==> src/rtl/cp_bypass.sv <==
// cp_bypass: ID/EX operand bypass with load-use bubble insertion and WB snooping while frozen.
// Optional `CP_BP_STALL_COUNT_EN adds a saturating 16-bit load-use stall counter output.
module cp_bypass #(
    parameter int DATA_WIDTH     = 32,
    parameter int RF_INDEX_WIDTH = 5
) (
    input  logic                      iClk,
    input  logic                      iReset_n,
    input  logic                      iID_Valid,
    input  logic [RF_INDEX_WIDTH-1:0] iID_Read_Addr_A,
    input  logic [RF_INDEX_WIDTH-1:0] iID_Read_Addr_B,
    input  logic                      iID_Use_A,
    input  logic                      iID_Use_B,
    input  logic [DATA_WIDTH-1:0]     iRF_Read_Data_A,
    input  logic [DATA_WIDTH-1:0]     iRF_Read_Data_B,
    input  logic                      iEX_Write_Enable,
    input  logic [RF_INDEX_WIDTH-1:0] iEX_Write_Addr,
    input  logic                      iEX_Is_Load,
    input  logic [DATA_WIDTH-1:0]     iEX_Result,
    input  logic                      iWB_Write_Enable,
    input  logic [RF_INDEX_WIDTH-1:0] iWB_Write_Addr,
    input  logic [DATA_WIDTH-1:0]     iWB_Write_Data,
    input  logic                      iStall,
    output logic                      oBP_Stall,
    output logic                      oBP_EX_Valid,
    output logic [DATA_WIDTH-1:0]     oBP_EX_Operand_A,
    output logic [DATA_WIDTH-1:0]     oBP_EX_Operand_B
`ifdef CP_BP_STALL_COUNT_EN
    ,
    output logic [15:0]               oBP_Stall_Count
`endif
);
    localparam logic [RF_INDEX_WIDTH-1:0] R0 = '0;

    logic                      valid_q, valid_d;
    logic [DATA_WIDTH-1:0]     op_a_q, op_a_d, op_b_q, op_b_d;
    logic [RF_INDEX_WIDTH-1:0] idx_a_q, idx_a_d, idx_b_q, idx_b_d;
    logic [DATA_WIDTH-1:0]     sel_a, sel_b;
    logic                      ex_fwd, hz, snoop_a, snoop_b;
    logic [15:0]               cnt_q, cnt_d;

    always_comb begin
        // a load's result is not ready in EX, so only non-load EX results are forwarded
        ex_fwd = iEX_Write_Enable && !iEX_Is_Load;
        sel_a = (iID_Read_Addr_A == R0) ? '0 :
                (ex_fwd && iEX_Write_Addr == iID_Read_Addr_A) ? iEX_Result :
                (iWB_Write_Enable && iWB_Write_Addr == iID_Read_Addr_A) ? iWB_Write_Data :
                iRF_Read_Data_A;
        sel_b = (iID_Read_Addr_B == R0) ? '0 :
                (ex_fwd && iEX_Write_Addr == iID_Read_Addr_B) ? iEX_Result :
                (iWB_Write_Enable && iWB_Write_Addr == iID_Read_Addr_B) ? iWB_Write_Data :
                iRF_Read_Data_B;
        hz = iID_Valid && iEX_Write_Enable && iEX_Is_Load && iEX_Write_Addr != R0 &&
             ((iID_Use_A && iEX_Write_Addr == iID_Read_Addr_A) ||
              (iID_Use_B && iEX_Write_Addr == iID_Read_Addr_B));
        oBP_Stall = hz && !iStall;
        snoop_a = iWB_Write_Enable && iWB_Write_Addr == idx_a_q && idx_a_q != R0;
        snoop_b = iWB_Write_Enable && iWB_Write_Addr == idx_b_q && idx_b_q != R0;
        valid_d = iStall ? valid_q : (iID_Valid && !hz);
        op_a_d  = iStall ? (snoop_a ? iWB_Write_Data : op_a_q) : sel_a;
        op_b_d  = iStall ? (snoop_b ? iWB_Write_Data : op_b_q) : sel_b;
        idx_a_d = iStall ? idx_a_q : iID_Read_Addr_A;
        idx_b_d = iStall ? idx_b_q : iID_Read_Addr_B;
        cnt_d   = (oBP_Stall && cnt_q != 16'hFFFF) ? cnt_q + 16'd1 : cnt_q;
    end

    always_ff @(posedge iClk or negedge iReset_n) begin
        if (!iReset_n) begin
            valid_q <= 1'b0;
            op_a_q  <= '0;
            op_b_q  <= '0;
            idx_a_q <= '0;
            idx_b_q <= '0;
            cnt_q   <= '0;
        end else begin
            valid_q <= valid_d;
            op_a_q  <= op_a_d;
            op_b_q  <= op_b_d;
            idx_a_q <= idx_a_d;
            idx_b_q <= idx_b_d;
            cnt_q   <= cnt_d;
        end
    end

    assign oBP_EX_Valid     = valid_q;
    assign oBP_EX_Operand_A = op_a_q;
    assign oBP_EX_Operand_B = op_b_q;
`ifdef CP_BP_STALL_COUNT_EN
    assign oBP_Stall_Count  = cnt_q;
`else
    logic unused_cnt;
    assign unused_cnt = ^cnt_q;
`endif
endmodule
==> config.mk <==
export PLATFORM = sky130hd
export DESIGN_NAME = cp_bypass
export DESIGN_NICKNAME = d
export VERILOG_FILES = /design/src/rtl/cp_bypass.sv
export SDC_FILE = /design/constraint.sdc
export NUM_CORES = 1
export LEC_CHECK = 0
export ABC_AREA = 0
export CAP_MARGIN = 20
export CELL_PAD_IN_SITES_DETAIL_PLACEMENT = 1
export CELL_PAD_IN_SITES_GLOBAL_PLACEMENT = 1
export CORE_MARGIN = 5
export CORE_UTILIZATION = 32
export CTS_CLUSTER_SIZE = 25
export DETAILED_ROUTE_END_ITERATION = 6
export PLACE_DENSITY_LB_ADDON = 0.25
export SLEW_MARGIN = 10
export SYNTH_ARGS = -nofsm -noshare
export SYNTH_HDL_FRONTEND = slang
export SYNTH_SLANG_ARGS = --single-unit
==> constraint.sdc <==
create_clock -name iClk -period 2.4 [get_ports iClk]
set_input_delay 0.6 -clock iClk [delete_from_list [all_inputs] [get_ports iClk]]
set_output_delay 0.6 -clock iClk [all_outputs]
set_load 0.01 [all_outputs]
==> impl_metrics.py <==
metrics = {
    "clock_network": {
        "clock_tree.buffer_depth": 2,
        "cts_tree": "done",
        "cts_sinks": 75,
        "cts-root-buf": "clkbuf_16",
        "clock_latency_ns": 0.34,
        "cts_buffers": 9,
        "htreeDepth": 3,
        "clk_pin_slew_ns": 0.06,
        "hold_buffers": 0,
    },
    "logic_synthesis": {
        "avgSynthCellArea_um2": 8.46,
        "yosys_warnings": 0,
        "synth_cells": 651,
        "synth_top_area_share": 0.341,
        "synthTopCellsByArea": "dfrtp_1 34%, o221ai_1 10%, o31ai_1 8.7%",
        "ys_ff_latch": 75,
        "seq_area_frac_synth": 0.341,
        "syn_area_um2": 5510,
        "yosys.area.top_type": "dfrtp_1",
        "syn_nets": 808,
        "synth_cell_types": 37,
    },
    "global_route": {
        "antenna_found_initial": 0,
        "grt_remaining_overflow": 0,
        "grt_usage": 0.274,
        "grt_max_degree": 142,
        "first_global_vias": 7562,
        "grt_first_pass_wirelength_um": 43000,
    },
    "setup_path": {
        "worstPathArrival_ns": 1.81,
        "cp_max_fo": 2,
        "path_class": "primary input to output port",
        "startpoint_type": "primary input",
        "crit_required_ns": 1.80,
        "cp-end-kind": "output port",
    },
    "pwr": {
        "totalPowerFinal_uw": 4230,
        "peakVddDrop_uv": 333,
        "switching_share": 0.321,
        "combPwrFrac": 0.344,
        "power_frac_seq": 0.356,
        "powerDensity_nw_per_um2": 473,
        "p_clk_frac": 0.300,
        "power.internal_uw": 2870,
        "switchingPower_uw": 1360,
        "leakagePower_uw": 0.00329,
    },
    "min_path": {
        "hold_path_class": "primary input to async pin",
    },
    "placed_design": {
        "place_ws_ns": -0.819,
        "post_dp_cell_area_um2": 8360,
        "dp_hpwl_um": 19100,
        "gp_congestion": 0.857,
        "io_buffers": 222,
    },
    "timing": {
        "finalCriticalPeriod_ns": 2.41,
        "skew_ns": 0.00694,
        "finalMaxSlewViolations": 0,
        "fmax_mhz": 415,
        "finalCritPeriodShare": 1.00,
        "worst_pin_slew_ns": 0.797,
        "rsz0062_at_grt": "yes",
        "max-slew-margin-rel": 0.469,
        "setup_ws_ns": -0.00922,
        "setup_viol": 1,
        "final-hold-violation-count": 0,
    },
    "drt": {
        "wl_per_cell_um": 25.8,
        "firstDrtPassIters": 5,
        "vias": 6809,
        "wirelength_um": 28900,
        "ant_nets": 0,
        "drc": 0,
        "drt_iter0_markers": 465,
        "routed_via_density": 6.08,
    },
    "die": {
        "ioPinCount": 223,
        "fp.dieH_um": 141,
        "die-area_um2": 19900,
        "core_area_um2": 17100,
        "fp.dieW_um": 141,
        "floorplan.initialDensity": 0.322,
        "fp-row-count": 48,
    },
    "final_layout": {
        "antennaDiodeCount": 0,
        "layout-drive-gt1-share": 0.180,
        "final_area_um2": 8950,
        "area_delta_synth_final_pct": 62.5,
        "n_fill_cell": 1949,
        "fin_nets": 1047,
    },
    "job": {
        "cap_violations": 0,
    },
    "status": {
        "violations": "negative setup slack",
        "status": "finished with violations",
    },
}
critical path, cell delays in order:
cell and delay (ns):
clkdlybuf4s15_1 0.26, xor2_2 0.20, nor3_2 0.22, nand3_1 0.14, o21ai_2 0.09, and3_1 0.17
buf_2 0.13
per-stage QoR:
stage	hold WS (ns)	TNS, ns	utilization	cells
after floorplan	0.304	0	-	651
after global placement	0.508	-14.62	0.489	1084
after detailed placement	0.521	-18.00	0.489	1084
after CTS	0.249	-0.0174	0.511	1111
after global routing	0.262	-0.101	0.523	1120
final	0.220	-0.00922	0.523	1120
cell families after synthesis:
group                     Yosys count  share of synthesized area
AOI/OAI and AO/OA                 216                      0.319
xor gates and xnor gates           28                     0.0507
buffers and inverters              95                     0.0773
DFF                                75                      0.341
muxes                              11                     0.0223
and+or+nand+nor                   226                      0.190
worst paths after layout:
kind	slack [ns]	depth (start not counted)	startpoint	end
min in group iClk	0.53	1	idx_b_q[0]	idx_b_q[0]
worst max-delay path	-0.009	7	iID_Read_Addr_A[3]	oBP_Stall
worst max register to register	0.62	6	idx_b_q[4]	oBP_EX_Operand_B[20]
worst min register to register	0.53	1	idx_b_q[0]	idx_b_q[0]
max in group asynchronous	1.51	2	iReset_n	idx_a_q[0]
worst min-delay path	0.22	1	iReset_n	oBP_EX_Operand_A[2]
registers in the layout, summed over array words and instances (netlist names):
signal,cells
oBP_EX_Operand_B,32
oBP_EX_Operand_A,32
idx_a_q,5
idx_b_q,5
oBP_EX_Valid,1
cell type report:
| type | count | area (um2) | share of cell area |
|---|---|---|---|
| Timing Repair Buffer | 306 | 3110 | 0.348 |
| Clock buffer | 13 | 240 | 0.0268 |
| Sequential cell | 75 | 1880 | 0.210 |
| Multi-Input combinational cell | 481 | 3360 | 0.375 |
| Inverter | 17 | 63.8 | 0.00713 |
| Tap cell | 225 | 282 | 0.0315 |
| Clock inverter | 3 | 15.0 | 0.00168 |
synthesized netlist by cell type, drive strengths merged:
cell type / count
or3: 2
xor2: 5
nor2: 20
xnor2: 23
o21a: 16
nor3: 36
o31ai: 64
nor2b: 1
clkbuf: 49
nand3b: 1
or2: 2
buf: 29
nand4: 2
nor4: 1
nand2b: 1
mux2: 10
inv: 17
nand3: 85
dfrtp: 75
nand2: 72
and3: 2
o22ai: 2
o21ai: 1
or4: 1
a21oi: 5
a211oi: 64
o221ai: 64
mux2i: 1
power by group through the flow:
stage | clock [uW] | sequential, uW | combinational [uW]
floorplan | 0 | 1560 | 480
detailed placement | 0 | 1520 | 1390
CTS | 1280 | 1500 | 1420
global route | 1320 | 1520 | 1540
global placement | 0 | 1520 | 1360
finish | 1270 | 1510 | 1460
cell usage in the layout, fill, tap and decap left out, types with 17 or more instances in the layout:
cell type	Yosys	final
nand2_1	71	70
o221ai_1	64	63
o31ai_1	64	64
buf_4	4	58
dfrtp_1	75	75
clkdlybuf4s50_1	0	202
nor3_1	36	34
a211oi_1	52	47
inv_1	17	17
nand3_1	85	84
what timing repair did:
action | in CTS | in global routing
cloned | 0 | 3
resized for setup | 46 | 34
setup endpoints to repair | 3 | 42
setup buffers | 11 | 7
pin swaps | 12 | 18
layer usage:
layer  global-route usage  share of wire  up-vias
met2                0.465           0.50      336
met1                0.339           0.40     3429
li1                     -              -     2981
met3               0.0556          0.071       63
met5                    0              0        -
met4                0.113          0.026        0
Power figures use the tool's default switching activity.
